--- src/rtl/wb_store_buffer_if.sv ---
// Bus bundle between writeback/mem stage, the store buffer and the dcache write port.
// STORE_FWD_EN adds the load-forwarding signals.
interface wb_store_buffer_if #(
   parameter int DEPTH  = 4,
   parameter int ADDR_W = 32,
   parameter int DATA_W = 64
);
   localparam int CNT_W = $clog2(DEPTH) + 1;

   logic              WB_wr_valid;
   logic [ADDR_W-1:0] WB_wr_address;
   logic [DATA_W-1:0] WB_wr_data;
   logic [1:0]        WB_wr_size;
   logic              In_write_ready;
   logic              DC_wr_req;
   logic [ADDR_W-1:0] DC_wr_address;
   logic [DATA_W-1:0] DC_wr_data;
   logic [1:0]        DC_wr_size;
   logic              DC_wr_ack;
   logic [ADDR_W-1:0] LD_check_address;
   logic [1:0]        LD_check_size;
   logic              LD_conflict;
   logic              SB_empty;
   logic [CNT_W-1:0]  SB_count;
`ifdef STORE_FWD_EN
   logic              LD_fwd_hit;
   logic [DATA_W-1:0] LD_fwd_data;
`endif

   modport slave (
`ifdef STORE_FWD_EN
      output LD_fwd_hit,
      output LD_fwd_data,
`endif
      input  WB_wr_valid,
      input  WB_wr_address,
      input  WB_wr_data,
      input  WB_wr_size,
      output In_write_ready,
      output DC_wr_req,
      output DC_wr_address,
      output DC_wr_data,
      output DC_wr_size,
      input  DC_wr_ack,
      input  LD_check_address,
      input  LD_check_size,
      output LD_conflict,
      output SB_empty,
      output SB_count
   );

   modport master (
`ifdef STORE_FWD_EN
      input  LD_fwd_hit,
      input  LD_fwd_data,
`endif
      output WB_wr_valid,
      output WB_wr_address,
      output WB_wr_data,
      output WB_wr_size,
      input  In_write_ready,
      input  DC_wr_req,
      input  DC_wr_address,
      input  DC_wr_data,
      input  DC_wr_size,
      output DC_wr_ack,
      output LD_check_address,
      output LD_check_size,
      input  LD_conflict,
      input  SB_empty,
      input  SB_count
   );
endinterface

--- src/rtl/wb_store_buffer.sv ---
// In-order posted-write queue from writeback to the dcache write port with load-overlap detection.
// Define STORE_FWD_EN to forward data from the youngest exactly-matching pending store.
module wb_store_buffer #(
   parameter int DEPTH  = 4,
   parameter int ADDR_W = 32,
   parameter int DATA_W = 64
) (
   input logic              CLK,
   input logic              CLR,
   wb_store_buffer_if.slave sb
);
   localparam int PTR_W = $clog2(DEPTH);
   localparam int CNT_W = PTR_W + 1;
   localparam logic [CNT_W-1:0] FULL = CNT_W'(DEPTH);

   typedef enum logic {IDLE, ISSUE} state_t;

   state_t            state_q, state_d;
   logic [PTR_W-1:0]  head_q, head_d, tail_q, tail_d;
   logic [CNT_W-1:0]  count_q, count_d;
   logic [DEPTH-1:0]  valid_q, valid_d;
   logic [ADDR_W-1:0] addr_q [DEPTH];
   logic [ADDR_W-1:0] addr_d [DEPTH];
   logic [DATA_W-1:0] data_q [DEPTH];
   logic [DATA_W-1:0] data_d [DEPTH];
   logic [1:0]        size_q [DEPTH];
   logic [1:0]        size_d [DEPTH];
   logic              enq, deq;
   logic [DEPTH-1:0]  overlap;

   // A full queue refuses stores even when the head drains this cycle.
   assign enq = sb.WB_wr_valid && (count_q != FULL);
   assign deq = (state_q == ISSUE) && sb.DC_wr_ack;

   always_comb begin
      head_d  = head_q;
      tail_d  = tail_q;
      count_d = count_q;
      valid_d = valid_q;
      addr_d  = addr_q;
      data_d  = data_q;
      size_d  = size_q;
      if (deq) begin
         valid_d[head_q] = 1'b0;
         head_d          = head_q + 1'b1;
      end
      if (enq) begin
         valid_d[tail_q] = 1'b1;
         addr_d[tail_q]  = sb.WB_wr_address;
         data_d[tail_q]  = sb.WB_wr_data;
         size_d[tail_q]  = sb.WB_wr_size;
         tail_d          = tail_q + 1'b1;
      end
      case ({enq, deq})
         2'b10:   count_d = count_q + 1'b1;
         2'b01:   count_d = count_q - 1'b1;
         default: count_d = count_q;
      endcase
      state_d = (count_d != '0) ? ISSUE : IDLE;
   end

   always_ff @(posedge CLK or posedge CLR) begin
      if (CLR) begin
         state_q <= IDLE;
         head_q  <= '0;
         tail_q  <= '0;
         count_q <= '0;
         valid_q <= '0;
         addr_q  <= '{default: '0};
         data_q  <= '{default: '0};
         size_q  <= '{default: '0};
      end else begin
         state_q <= state_d;
         head_q  <= head_d;
         tail_q  <= tail_d;
         count_q <= count_d;
         valid_q <= valid_d;
         addr_q  <= addr_d;
         data_q  <= data_d;
         size_q  <= size_d;
      end
   end

   assign sb.In_write_ready = (count_q != FULL);
   assign sb.DC_wr_req      = (state_q == ISSUE);
   assign sb.DC_wr_address  = (state_q == ISSUE) ? addr_q[head_q] : '0;
   assign sb.DC_wr_data     = (state_q == ISSUE) ? data_q[head_q] : '0;
   assign sb.DC_wr_size     = (state_q == ISSUE) ? size_q[head_q] : '0;
   assign sb.SB_empty       = (count_q == '0);
   assign sb.SB_count       = count_q;

   // Qword-granular compare; includes the head even while it is being acked.
   for (genvar gi = 0; gi < DEPTH; gi++) begin : g_ovl
      assign overlap[gi] = valid_q[gi] &&
                           (addr_q[gi][ADDR_W-1:3] == sb.LD_check_address[ADDR_W-1:3]);
   end

`ifdef STORE_FWD_EN
   logic [PTR_W-1:0] young_idx;
   logic             young_found;
   logic             exact;

   // Walk oldest to youngest so the last overlapping hit is the one nearest the tail.
   always_comb begin
      young_idx   = head_q;
      young_found = 1'b0;
      for (int k = 0; k < DEPTH; k++) begin
         if (overlap[head_q + PTR_W'(k)]) begin
            young_idx   = head_q + PTR_W'(k);
            young_found = 1'b1;
         end
      end
   end

   assign exact = young_found &&
                  (addr_q[young_idx] == sb.LD_check_address) &&
                  (size_q[young_idx] == sb.LD_check_size);
   assign sb.LD_fwd_hit  = exact;
   assign sb.LD_fwd_data = exact ? data_q[young_idx] : '0;
   assign sb.LD_conflict = young_found && !exact;
`else
   logic ld_unused;
   assign ld_unused      = ^{sb.LD_check_address[2:0], sb.LD_check_size};
   assign sb.LD_conflict = |overlap;
`endif
endmodule

--- src/flat_wrapper.sv ---
// flat-port wrapper written by rule: the top's interface ports become plain ports
module wb_store_buffer_flat 
#(
   parameter int DEPTH  = 4,
   parameter int ADDR_W = 32,
   parameter int DATA_W = 64
)
  (CLK, CLR, sb_WB_wr_valid, sb_WB_wr_address, sb_WB_wr_data, sb_WB_wr_size, sb_In_write_ready, sb_DC_wr_req, sb_DC_wr_address, sb_DC_wr_data, sb_DC_wr_size, sb_DC_wr_ack, sb_LD_check_address, sb_LD_check_size, sb_LD_conflict, sb_SB_empty, sb_SB_count);
  wb_store_buffer_if #(.DEPTH(DEPTH), .ADDR_W(ADDR_W), .DATA_W(DATA_W)) sb_i ();
  input logic CLK;
  input logic CLR;
  input wire logic [$bits(sb_i.WB_wr_valid)-1:0] sb_WB_wr_valid;
  input wire logic [$bits(sb_i.WB_wr_address)-1:0] sb_WB_wr_address;
  input wire logic [$bits(sb_i.WB_wr_data)-1:0] sb_WB_wr_data;
  input wire logic [$bits(sb_i.WB_wr_size)-1:0] sb_WB_wr_size;
  output wire logic [$bits(sb_i.In_write_ready)-1:0] sb_In_write_ready;
  output wire logic [$bits(sb_i.DC_wr_req)-1:0] sb_DC_wr_req;
  output wire logic [$bits(sb_i.DC_wr_address)-1:0] sb_DC_wr_address;
  output wire logic [$bits(sb_i.DC_wr_data)-1:0] sb_DC_wr_data;
  output wire logic [$bits(sb_i.DC_wr_size)-1:0] sb_DC_wr_size;
  input wire logic [$bits(sb_i.DC_wr_ack)-1:0] sb_DC_wr_ack;
  input wire logic [$bits(sb_i.LD_check_address)-1:0] sb_LD_check_address;
  input wire logic [$bits(sb_i.LD_check_size)-1:0] sb_LD_check_size;
  output wire logic [$bits(sb_i.LD_conflict)-1:0] sb_LD_conflict;
  output wire logic [$bits(sb_i.SB_empty)-1:0] sb_SB_empty;
  output wire logic [$bits(sb_i.SB_count)-1:0] sb_SB_count;
  assign sb_i.WB_wr_valid = sb_WB_wr_valid;
  assign sb_i.WB_wr_address = sb_WB_wr_address;
  assign sb_i.WB_wr_data = sb_WB_wr_data;
  assign sb_i.WB_wr_size = sb_WB_wr_size;
  assign sb_In_write_ready = sb_i.In_write_ready;
  assign sb_DC_wr_req = sb_i.DC_wr_req;
  assign sb_DC_wr_address = sb_i.DC_wr_address;
  assign sb_DC_wr_data = sb_i.DC_wr_data;
  assign sb_DC_wr_size = sb_i.DC_wr_size;
  assign sb_i.DC_wr_ack = sb_DC_wr_ack;
  assign sb_i.LD_check_address = sb_LD_check_address;
  assign sb_i.LD_check_size = sb_LD_check_size;
  assign sb_LD_conflict = sb_i.LD_conflict;
  assign sb_SB_empty = sb_i.SB_empty;
  assign sb_SB_count = sb_i.SB_count;
  wb_store_buffer #(.DEPTH(DEPTH), .ADDR_W(ADDR_W), .DATA_W(DATA_W)) u_core (.CLK(CLK), .CLR(CLR), .sb(sb_i));
endmodule
--- config.mk ---
export PLATFORM = sky130hd
export DESIGN_NAME = wb_store_buffer_flat
export DESIGN_NICKNAME = d
export VERILOG_FILES = /design/src/rtl/wb_store_buffer_if.sv /design/src/rtl/wb_store_buffer.sv /design/src/flat_wrapper.sv
export SDC_FILE = /design/constraint.sdc
export NUM_CORES = 1
export LEC_CHECK = 0
export CORE_MARGIN = 5
export CORE_UTILIZATION = 61
export DETAILED_ROUTE_END_ITERATION = 6
export PLACE_DENSITY = 0.95
export SYNTH_ARGS = -nofsm -noshare
export SYNTH_HDL_FRONTEND = slang
export SYNTH_SLANG_ARGS = --single-unit
--- constraint.sdc ---
create_clock -name CLK -period 23.6 [get_ports CLK]
set_input_delay 3.54 -clock CLK [delete_from_list [all_inputs] [get_ports CLK]]
set_output_delay 3.54 -clock CLK [all_outputs]
set_load 0.01 [all_outputs]
=== Word-level counts from Yosys, hierarchy flattened ===
Cells that the tools add are included.

* Add/subtract/negate cells: 4
* Order comparisons: 7
* Equality and inequality tests: 7
* Muxes and demuxes: 29
* Bitwise gates (word level): 5
* Reduce and logical (&&, ||, !) cells: 12

{| class="wikitable"
|+ Operators by type and width
! kind !! number
|-
| bitwise mux 256 bit || 1
|-
| 2-to-1 mux 64 bit || 4
|-
| binary-select mux 64 bit (select 2 bit) || 1
|-
| bitwise mux 128 bit || 1
|-
| demux 64 bit (select 2 bit) || 1
|-
| 2-to-1 mux 32 bit || 4
|-
| equality test 29 bit || 4
|-
| binary-select mux 32 bit (select 2 bit) || 1
|-
| demux 32 bit (select 2 bit) || 1
|-
| logical AND 1 bit || 9
|-
| bitwise mux 8 bit || 1
|-
| 2-to-1 mux 2 bit || 4
|-
| 2-to-1 mux 4 bit || 2
|-
| >= comparator 3 bit, second input constant || 2
|-
| less-than comparator 2 x 3 -> 1 bit, second input constant || 2
|-
| NOT 2 -> 3 bit || 2
|-
| case mux 3 bit (2 select lines) || 1
|-
| adder 2 x 1 -> 2 bit, second input constant || 2
|-
| bitwise AND 4 bit || 1
|-
| binary-select mux 2 bit (select 2 bit) || 1
|-
| demux 1 bit (select 2 bit) || 2
|-
| demux 2 bit (select 2 bit) || 1
|-
| >= comparator 2 x 1 -> 1 bit, second input constant || 2
|-
| NOT 4 bit || 1
|-
| 11 further kinds || 13
|}

* Register bits: 404
* Input bits: 136
* Output and inout bits: 105
* Logic and storage cells: 81

=== Longest topological paths before layout ===
Gate-level depths: netlist (run 1).

* Depth in word-level cells: 9
* Depth in mapped cells: 12

=== Worst setup path after synthesis (run 1) ===
No wires, ideal clock.

* Path type: input -> output
* From: input sb_LD_check_address[16]
* To: output sb_LD_conflict
* Arrival: 4.622 ns
* Path slack: 15.438 ns
* Stages on the path: 6
* Path buffers: 1
* Path through: clkbuf_1 xor2_1 nor4_1 nand4_1 nor4_1 or4_1

* Longest elaborated chain between the ends: 3
* Elaborated cells on any way between the ends: 9

{| class="wikitable"
|+ Ends and longest elaborated chain
! what !! line !! source
|-
| from (decl) || flat_wrapper.sv:22 || <nowiki>input wire logic [$bits(sb_i.LD_check_address)-1:0] sb_LD_check_address;</nowiki>
|-
| equality test 29 bit || wb_store_buffer.sv:95 || <nowiki>(addr_q[gi][ADDR_W-1:3] == sb.LD_check_address[ADDR_W-1:3]);</nowiki>
|-
| logical AND 1 bit || wb_store_buffer.sv:94 || <nowiki>assign overlap[gi] = valid_q[gi] &&</nowiki>
|-
| OR reduction 4 bit * || wb_store_buffer.sv:124 || <nowiki>assign sb.LD_conflict = |overlap;</nowiki>
|-
| to (decl) || flat_wrapper.sv:24 || <nowiki>output wire logic [$bits(sb_i.LD_conflict)-1:0] sb_LD_conflict;</nowiki>
|}

Mark *: on every way between the ends. The rest lies on a longest branch, timed or not.

=== Worst setup path in the final report (run 1) ===
* From: input sb_LD_check_address[27]
* To: output sb_LD_conflict

Same word-level chain as after synthesis.

==> metrics, run 1 <==
Syn Inst Count=1276; Die ar.=0.03570 sq mm; fmax=104.7 MHz; clock share of power=17.8%; drt pass-1 iters=5; Post-synth EDFFs=0; chip height=188.9 microns; synthesis warning total=0; switching power=0.001210 W; Critical Path Fanout Max=4; Final Cycle Share=40.47%; Sw Ratio=32.36%; io pins=241; Max IR drop VDD=0.0001132 V; H-tree depth=2; I/O Buffers=235; initial antenna violation count=4; CTS tree=yes; element type at the critical path end=output pin; Tmin final=9.550 ns; DR iter-0 viols=843; Lkg Pwr=9.866 nW; die span in x=188.9 microns; setup tns final=0 ns; RSZ-0062 raised after global routing=false; status=complete, no violations; core area=0.03156 sq mm; asr flop ratio synth=100.0%; final hold viol count=0; R2R depth=6; fin. max-slew vios=0; Starting Density=61.90%; syn avg cell area=15.31 sq um; worst path required time=20.06 ns; most common flop cell mapped by yosys=dfrtp_1; max incr delay on CP=0.61 ns; Yosys cell types=27; CTS-repair resized insts=0; cell taking the most area after synthesis=dfrtp_1; CTS Buf Count=42; share of layout cells above drive strength 1=37.85%; # DRC=0; largest net degree at the start of global routing=132; Hold Crit Depth=1; via count=11810; vias in the first global route=13280; register area share after synthesis=51.76%; Syn-to-layout area delta=20.19%; normalized max-slew margin=25.32%; Comb power frac=47.1%; clock slew at reported path FFs=0.06 ns; Power Density=159.3 mW/mm^2; Crit-path slowest cell=nor4_1; Final #Nets=1637; CP Cell Sequence=clkdlybuf4s50_1 -> xor2_1 -> nor4_1 -> nand4_1 -> nor4_1 -> or4_1 -> clkdlybuf4s50_1; Clock Tree Buf Depth=3; #FFs+latches synth=404; dpl hpwl=29.85 mm; Yosys top cell area share=51.76%; Setup Skew=0.01797 ns; Power Internal=0.002529 W; remaining antenna violation count=0; GRT Overall Usage=26.87%; Min-Delay Path Class=reg -> reg; row count=65; Root Buffer Master=clkbuf_16; clock sink count=404; first-pass GRT wire length=75.80 mm; Worst Path Arrival=6.01 ns; Crit Path Class=in -> out; worst skew pair latency=0.53 ns; total grt overflow=0; Mapped Area=0.01953 sq mm; Post-Syn Nets=1422; final setup fails=0; most frequent cell after synthesis=dfrtp_1; Post-CTS Hold Buffers=0; Worst setup SP type=input port; Post-synth top cells=dfrtp_1 (404), mux2_2 (356), and2_1 (100); DR WL/cell=24.61 microns; hold_ws=0.4986 ns; maxcap violations=0; top cells by area, synth=dfrtp_1 (52%), mux2_2 (21%), mux4_2 (11%); Sequential Power Share=35.1%; Tightest Pin Transition=1.120 ns; FILL cells=1890; DR vias/cell=6.137; Routability Congestion=0.8408; Setup Buffers After CTS=0; total wire length=47.37 mm
## worst max-delay path: cells and delay by family
| family | cells | cell delay (ns) |
|---|---|---|
| buffers and inverters | 2 | 1.11 |
| and+or+nand+nor | 4 | 1.15 |
| xor gates and xnor gates | 1 | 0.21 |
## logic make-up (layout without fill, tap and decap cells)
| kind of cell | after synthesis | count (layout) | synth area share (%) |
|---|---|---|---|
| other | 0 | 4 | 0 |
| muxes | 491 | 491 | 34.64 |
| xor gates and xnor gates | 121 | 121 | 5.426 |
| DFF | 404 | 404 | 51.76 |
| buffers and inverters | 85 | 328 | 2.319 |
| AOI/OAI and AO/OA | 2 | 2 | 0.05125 |
| adders and majority gates | 10 | 10 | 0.6790 |
| and+or+nand+nor | 163 | 163 | 5.125 |
## final timing paths
path	startpoint	slack, ns	to
setup / recovery	sb_LD_check_address[27]	14.05	sb_LD_conflict
hold / removal	u_core.data_q[24]	0.50	u_core.data_q[24]
setup reg to reg	u_core.sb.SB_count[1]	20.47	u_core.data_q[104]
hold reg to reg	u_core.data_q[24]	0.50	u_core.data_q[24]
max in group asynchronous	CLR	17.97	u_core.addr_q[44]
min in group asynchronous	CLR	3.62	u_core.data_q[207]
## layer usage
layer,GRT usage (%),part of all wire (%),vias to the layer above
met3,6.066,7.2,107
met4,8.184,2.8,0
li1,-,-,5054
met2,44.41,50,455
met5,0,0,-
met1,36.13,40,6197
## power by group through the flow
stage	Clock, W	Sequential [W]	Combinational [W]
after global routing	0.000705	0.00135	0.00188
after global placement	0	0.00127	0.00171
after floorplan	0	0.00121	0.00119
after CTS	0.000675	0.00130	0.00178
after detailed placement	0	0.00131	0.00176
final	0.000665	0.00131	0.00176
## cells in the final DEF (no fill, tap or decap), types with 2 or more instances in the layout
master           synthesis  layout
o21ai_0                  2       2
clkbuf_16                0      45
clkdlybuf4s50_1          0     235
nand3_1                  4       4
diode_2                  0       4
dfrtp_4                  0       2
mux4_2                  98      98
nand2_1                 14      14
nor4_1                  24      24
ha_1                     9       9
clkbuf_8                 0      10
clkinv_2                 0       5
clkbuf_1                21       9
bufinv_16                0       2
and2_1                 100     100
buf_4                    1      12
mux2_2                 356     356
inv_1                    8       7
mux2_4                  36      36
dfrtp_1                404     401
xnor2_1                 39      39
nand4_1                 12      12
nand2_4                  4       4
xor2_1                  82      82
## area by class of cell
class	instances	area [sq um]	area share (%)
clock buffers	64	1297	5.527
inverters	9	41.29	0.1759
diodes	4	10.01	0.04264
well taps	402	503.0	2.143
clock inverters	8	93.84	0.3997
repair buffers	247	2442	10.40
flip-flops and latches	404	10120	43.10
multi-input cells	787	8970	38.21
## state kept, by name (all words and copies together) (netlist names)
signal,cells
u_core.head_q,2
u_core.size_q,8
u_core.sb.SB_count,3
u_core.sb.DC_wr_req,1
u_core.tail_q,2
u_core.data_q,256
u_core.addr_q,128
u_core.valid_q,4
## through the flow
step                cells  instance area (sq um)  util [%]  worst slack [ns]  power [W]
finish               1925                  23480     74.40             14.05   0.003740
global route         1925                  23480     74.40             13.92   0.003936
CTS                  1921                  23470     74.37             14.14   0.003756
detailed placement   1849                  22070     69.96             14.15   0.003065
global placement     1849                  22070     69.96             14.15   0.002975
floorplan            1276                  19530         -             8.822   0.002396
Note: power is estimated with default switching activity, not from simulation.
==> run 2: changes to the inputs <==
--- a/config.mk
+++ b/config.mk
@@ -6,9 +6,9 @@
 export NUM_CORES = 1
 export LEC_CHECK = 0
 export CORE_MARGIN = 5
-export CORE_UTILIZATION = 61
+export CORE_UTILIZATION = 56
 export DETAILED_ROUTE_END_ITERATION = 6
-export PLACE_DENSITY = 0.95
+export PLACE_DENSITY = 0.89
 export SYNTH_ARGS = -nofsm -noshare
 export SYNTH_HDL_FRONTEND = slang
 export SYNTH_SLANG_ARGS = --single-unit
==> constraint.sdc (replaced) <==
create_clock -name CLK -period 9.24 [get_ports CLK]
set_input_delay 1.386 -clock CLK [delete_from_list [all_inputs] [get_ports CLK]]
set_output_delay 1.386 -clock CLK [all_outputs]
set_load 0.01 [all_outputs]
==> run 2 against run 1 <==
  * Clock power increased to 2.7 times the previous value
  * First-iteration DRC count down 39%
  * Sequential power increased to 2.6 times the previous value
  * Via count fell by 1.1%
  * Sequential share of layout area is 0.28 points lower
  * Critical path depth did not move
  * Hold slack worse by 0.013 ns
  * Highest routed layer is now met5
==> metrics, run 2 (synthesis gave the netlist of run 1 again) <==
status=complete, no violations (unchanged); final hold viol count=0 (unchanged); Lkg Pwr=9.892 nW (was 9.866 nW); Tmin final=5.258 ns; Critical Path Fanout Max=4 (unchanged); Syn-to-layout area delta=20.99% (was 20.19%); Worst setup SP type=input port (unchanged); vias in the first global route=12960 (was 13280); Tightest Pin Transition=1.138 ns (was 1.120 ns); Biggest register=u_core.data_q (unchanged); die span in x=196.8 microns (was 188.9 microns); Starting Density=56.68% (was 61.90%); Final #Nets=1638 (was 1637); Crit-path slowest cell=clkdlybuf4s50_1 (was nor4_1); fmax=190.2 MHz; Crit Path Class=in -> out (unchanged); clock slew at reported path FFs=0.06 ns (about the same); GRT Overall Usage=24.28% (was 26.87%); final instance area=0.02363 sq mm (was 0.02348 sq mm); dpl hpwl=28.98 mm (was 29.85 mm); core area=0.03446 sq mm (was 0.03156 sq mm); final setup fails=0 (unchanged); CTS Buf Count=44 (was 42); dpl ws=4.053 ns (was 14.15 ns); maxcap violations=0 (unchanged); total wire length=46.48 mm (was 47.37 mm); max incr delay on CP=0.67 ns (was 0.61 ns); normalized max-slew margin=24.12% (was 25.32%); first-pass GRT wire length=74.23 mm (was 75.80 mm); DR vias/cell=5.893 (was 6.137); post-route setup slack=3.982 ns (was 14.05 ns); Clock Tree Buf Depth=3 (unchanged); row count=68 (was 65); CTS tree=yes (unchanged); Final Cycle Share=56.90%; commonest non-fill, non-tap cells in the layout=dfrtp_1 (401), mux2_2 (356), clkdlybuf4s50_1 (235) (unchanged); FILL cells=2314 (was 1890); H-tree depth=2 (unchanged); top flop regs=u_core.data_q: 256 flops, u_core.addr_q: 128 flops, u_core.size_q: 8 flops (unchanged); storage element area=0.01012 sq mm (unchanged); Total Power=0.009576 W (was 0.003740 W); placed cell areas=0.02216 sq mm (was 0.02207 sq mm); Min-Delay Path Class=reg -> reg (unchanged); drt pass-1 iters=5 (unchanged); initial antenna violation count=5 (was 4); worst path required time=7.85 ns (was 20.06 ns); RSZ-0062 raised after global routing=false (unchanged); io pins=241 (unchanged); remaining antenna violation count=0 (unchanged); Root Buffer Master=clkbuf_16 (unchanged); hold_ws=0.4854 ns (was 0.4986 ns); Largest register FFs=256 (unchanged); fin. max-slew vios=0 (unchanged); Setup Buffers After CTS=0 (unchanged); DR WL/cell=23.45 microns (was 24.61 microns); # DRC=0 (unchanged); DR iter-0 viols=518 (was 843); Power Density=405.2 mW/mm^2 (was 159.3 mW/mm^2); I/O Buffers=235 (unchanged); clock sink count=404 (unchanged); Setup Skew=0.01441 ns (was 0.01797 ns); Worst Path Arrival=3.87 ns (was 6.01 ns); Die ar.=0.03871 sq mm (was 0.03570 sq mm); setup tns final=0 ns (unchanged); commonest non-fill, non-tap cell in the layout=dfrtp_1 (unchanged); Post-CTS Hold Buffers=0 (unchanged); total grt overflow=0 (unchanged); Max IR drop VDD=0.0002966 V (was 0.0001132 V); largest net degree at the start of global routing=180 (was 132); element type at the critical path end=output pin (unchanged); via count=11680 (was 11810); CP Cell Sequence=clkdlybuf4s50_1 -> xor2_1 -> nor4_1 -> nand4_1 -> nor4_1 -> or4_1 -> clkdlybuf4s50_1 (unchanged); combined area of the multi-input logic cells=0.008970 sq mm (unchanged); chip height=196.8 microns (was 188.9 microns); share of layout cells above drive strength 1=37.99% (was 37.85%); CTS-repair resized insts=0 (unchanged); Routability Congestion=0.8837 (was 0.8408); worst skew pair latency=0.54 ns (was 0.53 ns)
-- run 2: cell types whose count changed in the layout (fill, tap and decap cells not counted), moves of 2 or more --
cell,before,now
clkinvlp_4,0,4
buf_4,12,9
buf_12,0,2
bufinv_16,2,4
-- run 2: cell type report --
cell class                      instances  share of cell area [%]
Antenna cell                            3                 0.03177
Clock buffer                           64                   5.448
Clock inverter                         14                  0.7677
Inverter                                9                  0.1588
Multi-Input combinational cell        787                   37.96
Sequential cell                       404                   42.82
Tap cell                              455                   2.409
Timing Repair Buffer                  246                   10.41
-- run 2: critical path, delay by kind of cell --
family / cells / cell delay (ns)
buffers and inverters: 2 / 1.22
xor gates and xnor gates: 1 / 0.20
and+or+nand+nor: 4 / 1.05
-- run 2: where the power goes --
part	internal [W]	total [W]	leakage (nW)	switching (W)
registers	0.00269	0.00335	4.79	0.000660
clock network	0.00108	0.00177	0.716	0.000696
logic	0.00275	0.00445	4.39	0.00170
total	0.00652	0.00958	9.89	0.00306
-- run 2: routing by layer --
layer / track usage (%) / routed length [microns] / vias up / share of wire, %
met3: 5.470 / 3103 / 92 / 6.7
li1: - / - / 5055 / -
met4: 6.985 / 1188 / 4 / 2.6
met5: 0 / 32 / - / 0.069
met2: 40.03 / 22980 / 343 / 49
met1: 32.85 / 19180 / 6185 / 41
-- run 2: worst paths after layout --
kind	depth (start not counted)	slack (ns)	from	end
max	7	3.98	sb_LD_check_address[24]	sb_LD_conflict
min	2	0.49	u_core.valid_q[3]	u_core.valid_q[3]
max reg2reg	6	6.11	u_core.sb.SB_count[0]	u_core.data_q[59]
min reg2reg	2	0.49	u_core.valid_q[3]	u_core.valid_q[3]
max in group asynchronous	4	6.10	CLR	u_core.data_q[175]
min in group asynchronous	3	1.51	CLR	u_core.data_q[57]
-- run 2: stage by stage --
| step | std cells | util [%] |
|---|---|---|
| 2_1_floorplan | 1276 | - |
| 3_3_place_gp | 1901 | 64.30 |
| 3_5_place_dp | 1901 | 64.30 |
| 4_1_cts | 1979 | 68.56 |
| 5_1_grt | 1982 | 68.58 |
| 6_report | 1982 | 68.58 |
==> run 3: changes to the inputs <==
==> constraint.sdc (replaced) <==
create_clock -name CLK -period 5 [get_ports CLK]
set_input_delay 0.75 -clock CLK [delete_from_list [all_inputs] [get_ports CLK]]
set_output_delay 0.75 -clock CLK [all_outputs]
set_load 0.01 [all_outputs]
==> run 3 against run 2 <==
  * Non-clock buffer count is 8 higher
  * Worst setup slack lost 3.0 ns
  * Die area is the same
  * Power rose by 86%
  * Clock power increased by 86%
  * Utilization is 0.47 points higher
  * First-iteration DRC count is 15% higher
  * Final area increased by 0.69%
  * Via count increased by 0.66%
  * Global-route usage is 0.13 points lower
  * Hold slack better by 0.012 ns
  * Clock skew shrank 0.0045 ns
  * Critical path type unchanged
  * Largest cell class unchanged
  * Highest routed layer unchanged
==> metrics, run 3 (synthesis gave the netlist of run 1 again) <==
max incr delay on CP=0.60 ns (was 0.67 ns); Largest register FFs=256 (unchanged); Lkg Pwr=9.975 nW (was 9.892 nW); DR vias/cell=5.908 (was 5.893); Worst setup SP type=input port (unchanged); CTS-repair resized insts=0 (unchanged); Placed Cells=1909 (was 1901); Tmin final=3.984 ns; maxcap violations=0 (unchanged); clock slew at reported path FFs=0.06 ns (about the same); post-route insts no fill=1990 (was 1982); first-pass GRT wire length=74.48 mm (was 74.23 mm); initial antenna violation count=5 (unchanged); post-route setup slack=1.016 ns (was 3.982 ns); Power Density=746.6 mW/mm^2 (was 405.2 mW/mm^2); Worst Path Buf+Inv=2 (unchanged); Worst Path Arrival=3.23 ns (was 3.87 ns); core area=0.03446 sq mm (unchanged); vias in the first global route=13190 (was 12960); worst skew pair latency=0.54 ns (about the same); remaining antenna violation count=0 (unchanged); fmax=251.0 MHz; Critical Path Fanout Max=4 (unchanged); CTS tree=yes (unchanged); Final Cycle Share=79.67%; Root Buffer Master=clkbuf_16 (unchanged); Setup Buffers After CTS=0 (unchanged); io pins=241 (unchanged); element type at the critical path end=output pin (unchanged); Sequential Power Share=34.7% (was 35.0%); dpl ws=1.115 ns (was 4.053 ns); Min-Delay Path Class=reg -> reg (unchanged); Crit-path slowest cell=nor4_1 (was clkdlybuf4s50_1); Sw Ratio=31.72% (was 31.95%); die span in x=196.8 microns (unchanged); Power Internal=0.01213 W (was 0.006517 W); dpl hpwl=29.74 mm (was 28.98 mm); # DRC=0 (unchanged); Final #Nets=1646 (was 1638); Routability Congestion=0.8775 (was 0.8837); RSZ-0062 raised after global routing=false (unchanged); Post-CTS Hold Buffers=0 (unchanged); commonest non-fill, non-tap cells in the layout=dfrtp_1 (401), mux2_2 (356), clkdlybuf4s50_1 (235) (unchanged); normalized max-slew margin=24.53% (was 24.12%); Starting Density=56.68% (unchanged); GRT Overall Usage=24.15% (was 24.28%); CP Cell Sequence=clkdlybuf4s50_1 -> xor2_1 -> nor4_1 -> nand4_1 -> nor4_1 -> or4_1 -> clkdlybuf4s50_1 (unchanged); commonest non-fill, non-tap cell in the layout=dfrtp_1 (unchanged); CTS Buf Count=44 (unchanged); largest net degree at the start of global routing=126 (was 180); Comb power frac=46.7% (was 46.5%); status=complete, no violations (unchanged); drt pass-1 iters=5 (unchanged); DR iter-0 viols=595 (was 518); Max IR drop VDD=0.0005089 V (was 0.0002966 V); Tightest Pin Transition=1.132 ns (was 1.138 ns); Biggest register=u_core.data_q (unchanged); clock sink count=404 (unchanged); top flop regs=u_core.data_q: 256 flops, u_core.addr_q: 128 flops, u_core.size_q: 8 flops (unchanged); row count=68 (unchanged); cell family with most CP delay=simple AND/OR/NAND/NOR gates (was buffers and inverters); chip height=196.8 microns (unchanged); Syn-to-layout area delta=21.82% (was 20.99%); total grt overflow=0 (unchanged); Crit Path Class=in -> out (unchanged); via count=11760 (was 11680); total wire length=46.02 mm (was 46.48 mm); I/O Buffers=235 (unchanged); fin. max-slew vios=0 (unchanged); clock share of power=18.6% (was 18.5%); share of layout cells above drive strength 1=38.05% (was 37.99%); switching power=0.005634 W (was 0.003059 W); H-tree depth=2 (unchanged); Clock Tree Buf Depth=3 (unchanged); worst path required time=4.25 ns (was 7.85 ns); DR WL/cell=23.12 microns (was 23.45 microns); Setup Skew=0.009955 ns (was 0.01441 ns); final setup fails=0 (unchanged); final hold viol count=0 (unchanged); Die ar.=0.03871 sq mm (unchanged)
run 3: cell types whose count changed in the layout (fill, tap and decap cells not counted), sizes merged:
cell	before	now
clkinvlp	4	1
buf	11	19
bufinv	4	5
clkinv	6	5
inv	9	10
clkbuf	64	66
run 3: area by class of cell:
| class | count | area (sq um) |
|---|---|---|
| flip-flops and latches | 404 | 10120 |
| inverters | 9 | 37.54 |
| diodes | 3 | 7.507 |
| repair buffers | 254 | 2620 |
| multi-input cells | 787 | 8970 |
| clock inverters | 12 | 196.4 |
| clock buffers | 66 | 1275 |
| well taps | 455 | 569.3 |
| fillers | 2322 | 10660 |
run 3: metal layers:
layer	global-route usage [%]	vias to the layer above	wire [microns]
li1	-	5097	-
met1	33.38	6237	19470
met2	39.19	337	22680
met3	5.231	83	2787
met4	7.011	2	1062
met5	0	-	13
run 3: worst register-to-register path: cells and delay by family, from the launching register on:
family	cells	cell delay (ns)
adder cells (fa/ha/maj)	2	0.62
flip-flops	1	1.11
buffers and inverters	1	0.06
AND/OR/NAND/NOR	3	0.87
XOR/XNOR	2	0.29
run 3: path summary, 6_finish.rpt:
| path | cells after the start | slack [ns] | start | endpoint |
|---|---|---|---|---|
| min in group asynchronous | 2 | 0.75 | CLR | u_core.data_q[186] |
| min reg2reg | 1 | 0.50 | u_core.data_q[102] | u_core.data_q[102] |
| max reg2reg | 8 | 1.95 | u_core.sb.DC_wr_req | u_core.sb.DC_wr_req |
| max | 7 | 1.02 | sb_LD_check_address[27] | sb_LD_conflict |
| min | 1 | 0.50 | u_core.data_q[102] | u_core.data_q[102] |
| max in group asynchronous | 3 | 3.11 | CLR | u_core.data_q[204] |
run 3: power groups by stage:
stage | clock network [W] | logic (W) | registers, W
2_1_floorplan | 0 | 0.00560 | 0.00571
3_3_place_gp | 0 | 0.00813 | 0.00602
3_5_place_dp | 0 | 0.00831 | 0.00617
4_1_cts | 0.00336 | 0.00839 | 0.00614
5_1_grt | 0.00350 | 0.00888 | 0.00636
6_report | 0.00330 | 0.00830 | 0.00616
run 3: metrics by stage:
step	instance area, sq um	setup TNS (ns)	power, W	util [%]	hold WS [ns]
2_1_floorplan	19540	-481.45	0.01131	-	0.4437
3_3_place_gp	22320	0	0.01416	64.76	0.4648
3_5_place_dp	22320	0	0.01448	64.76	0.4714
4_1_cts	23790	0	0.01789	69.03	0.4876
5_1_grt	23790	0	0.01874	69.05	0.5072
6_report	23790	0	0.01776	69.05	0.4970
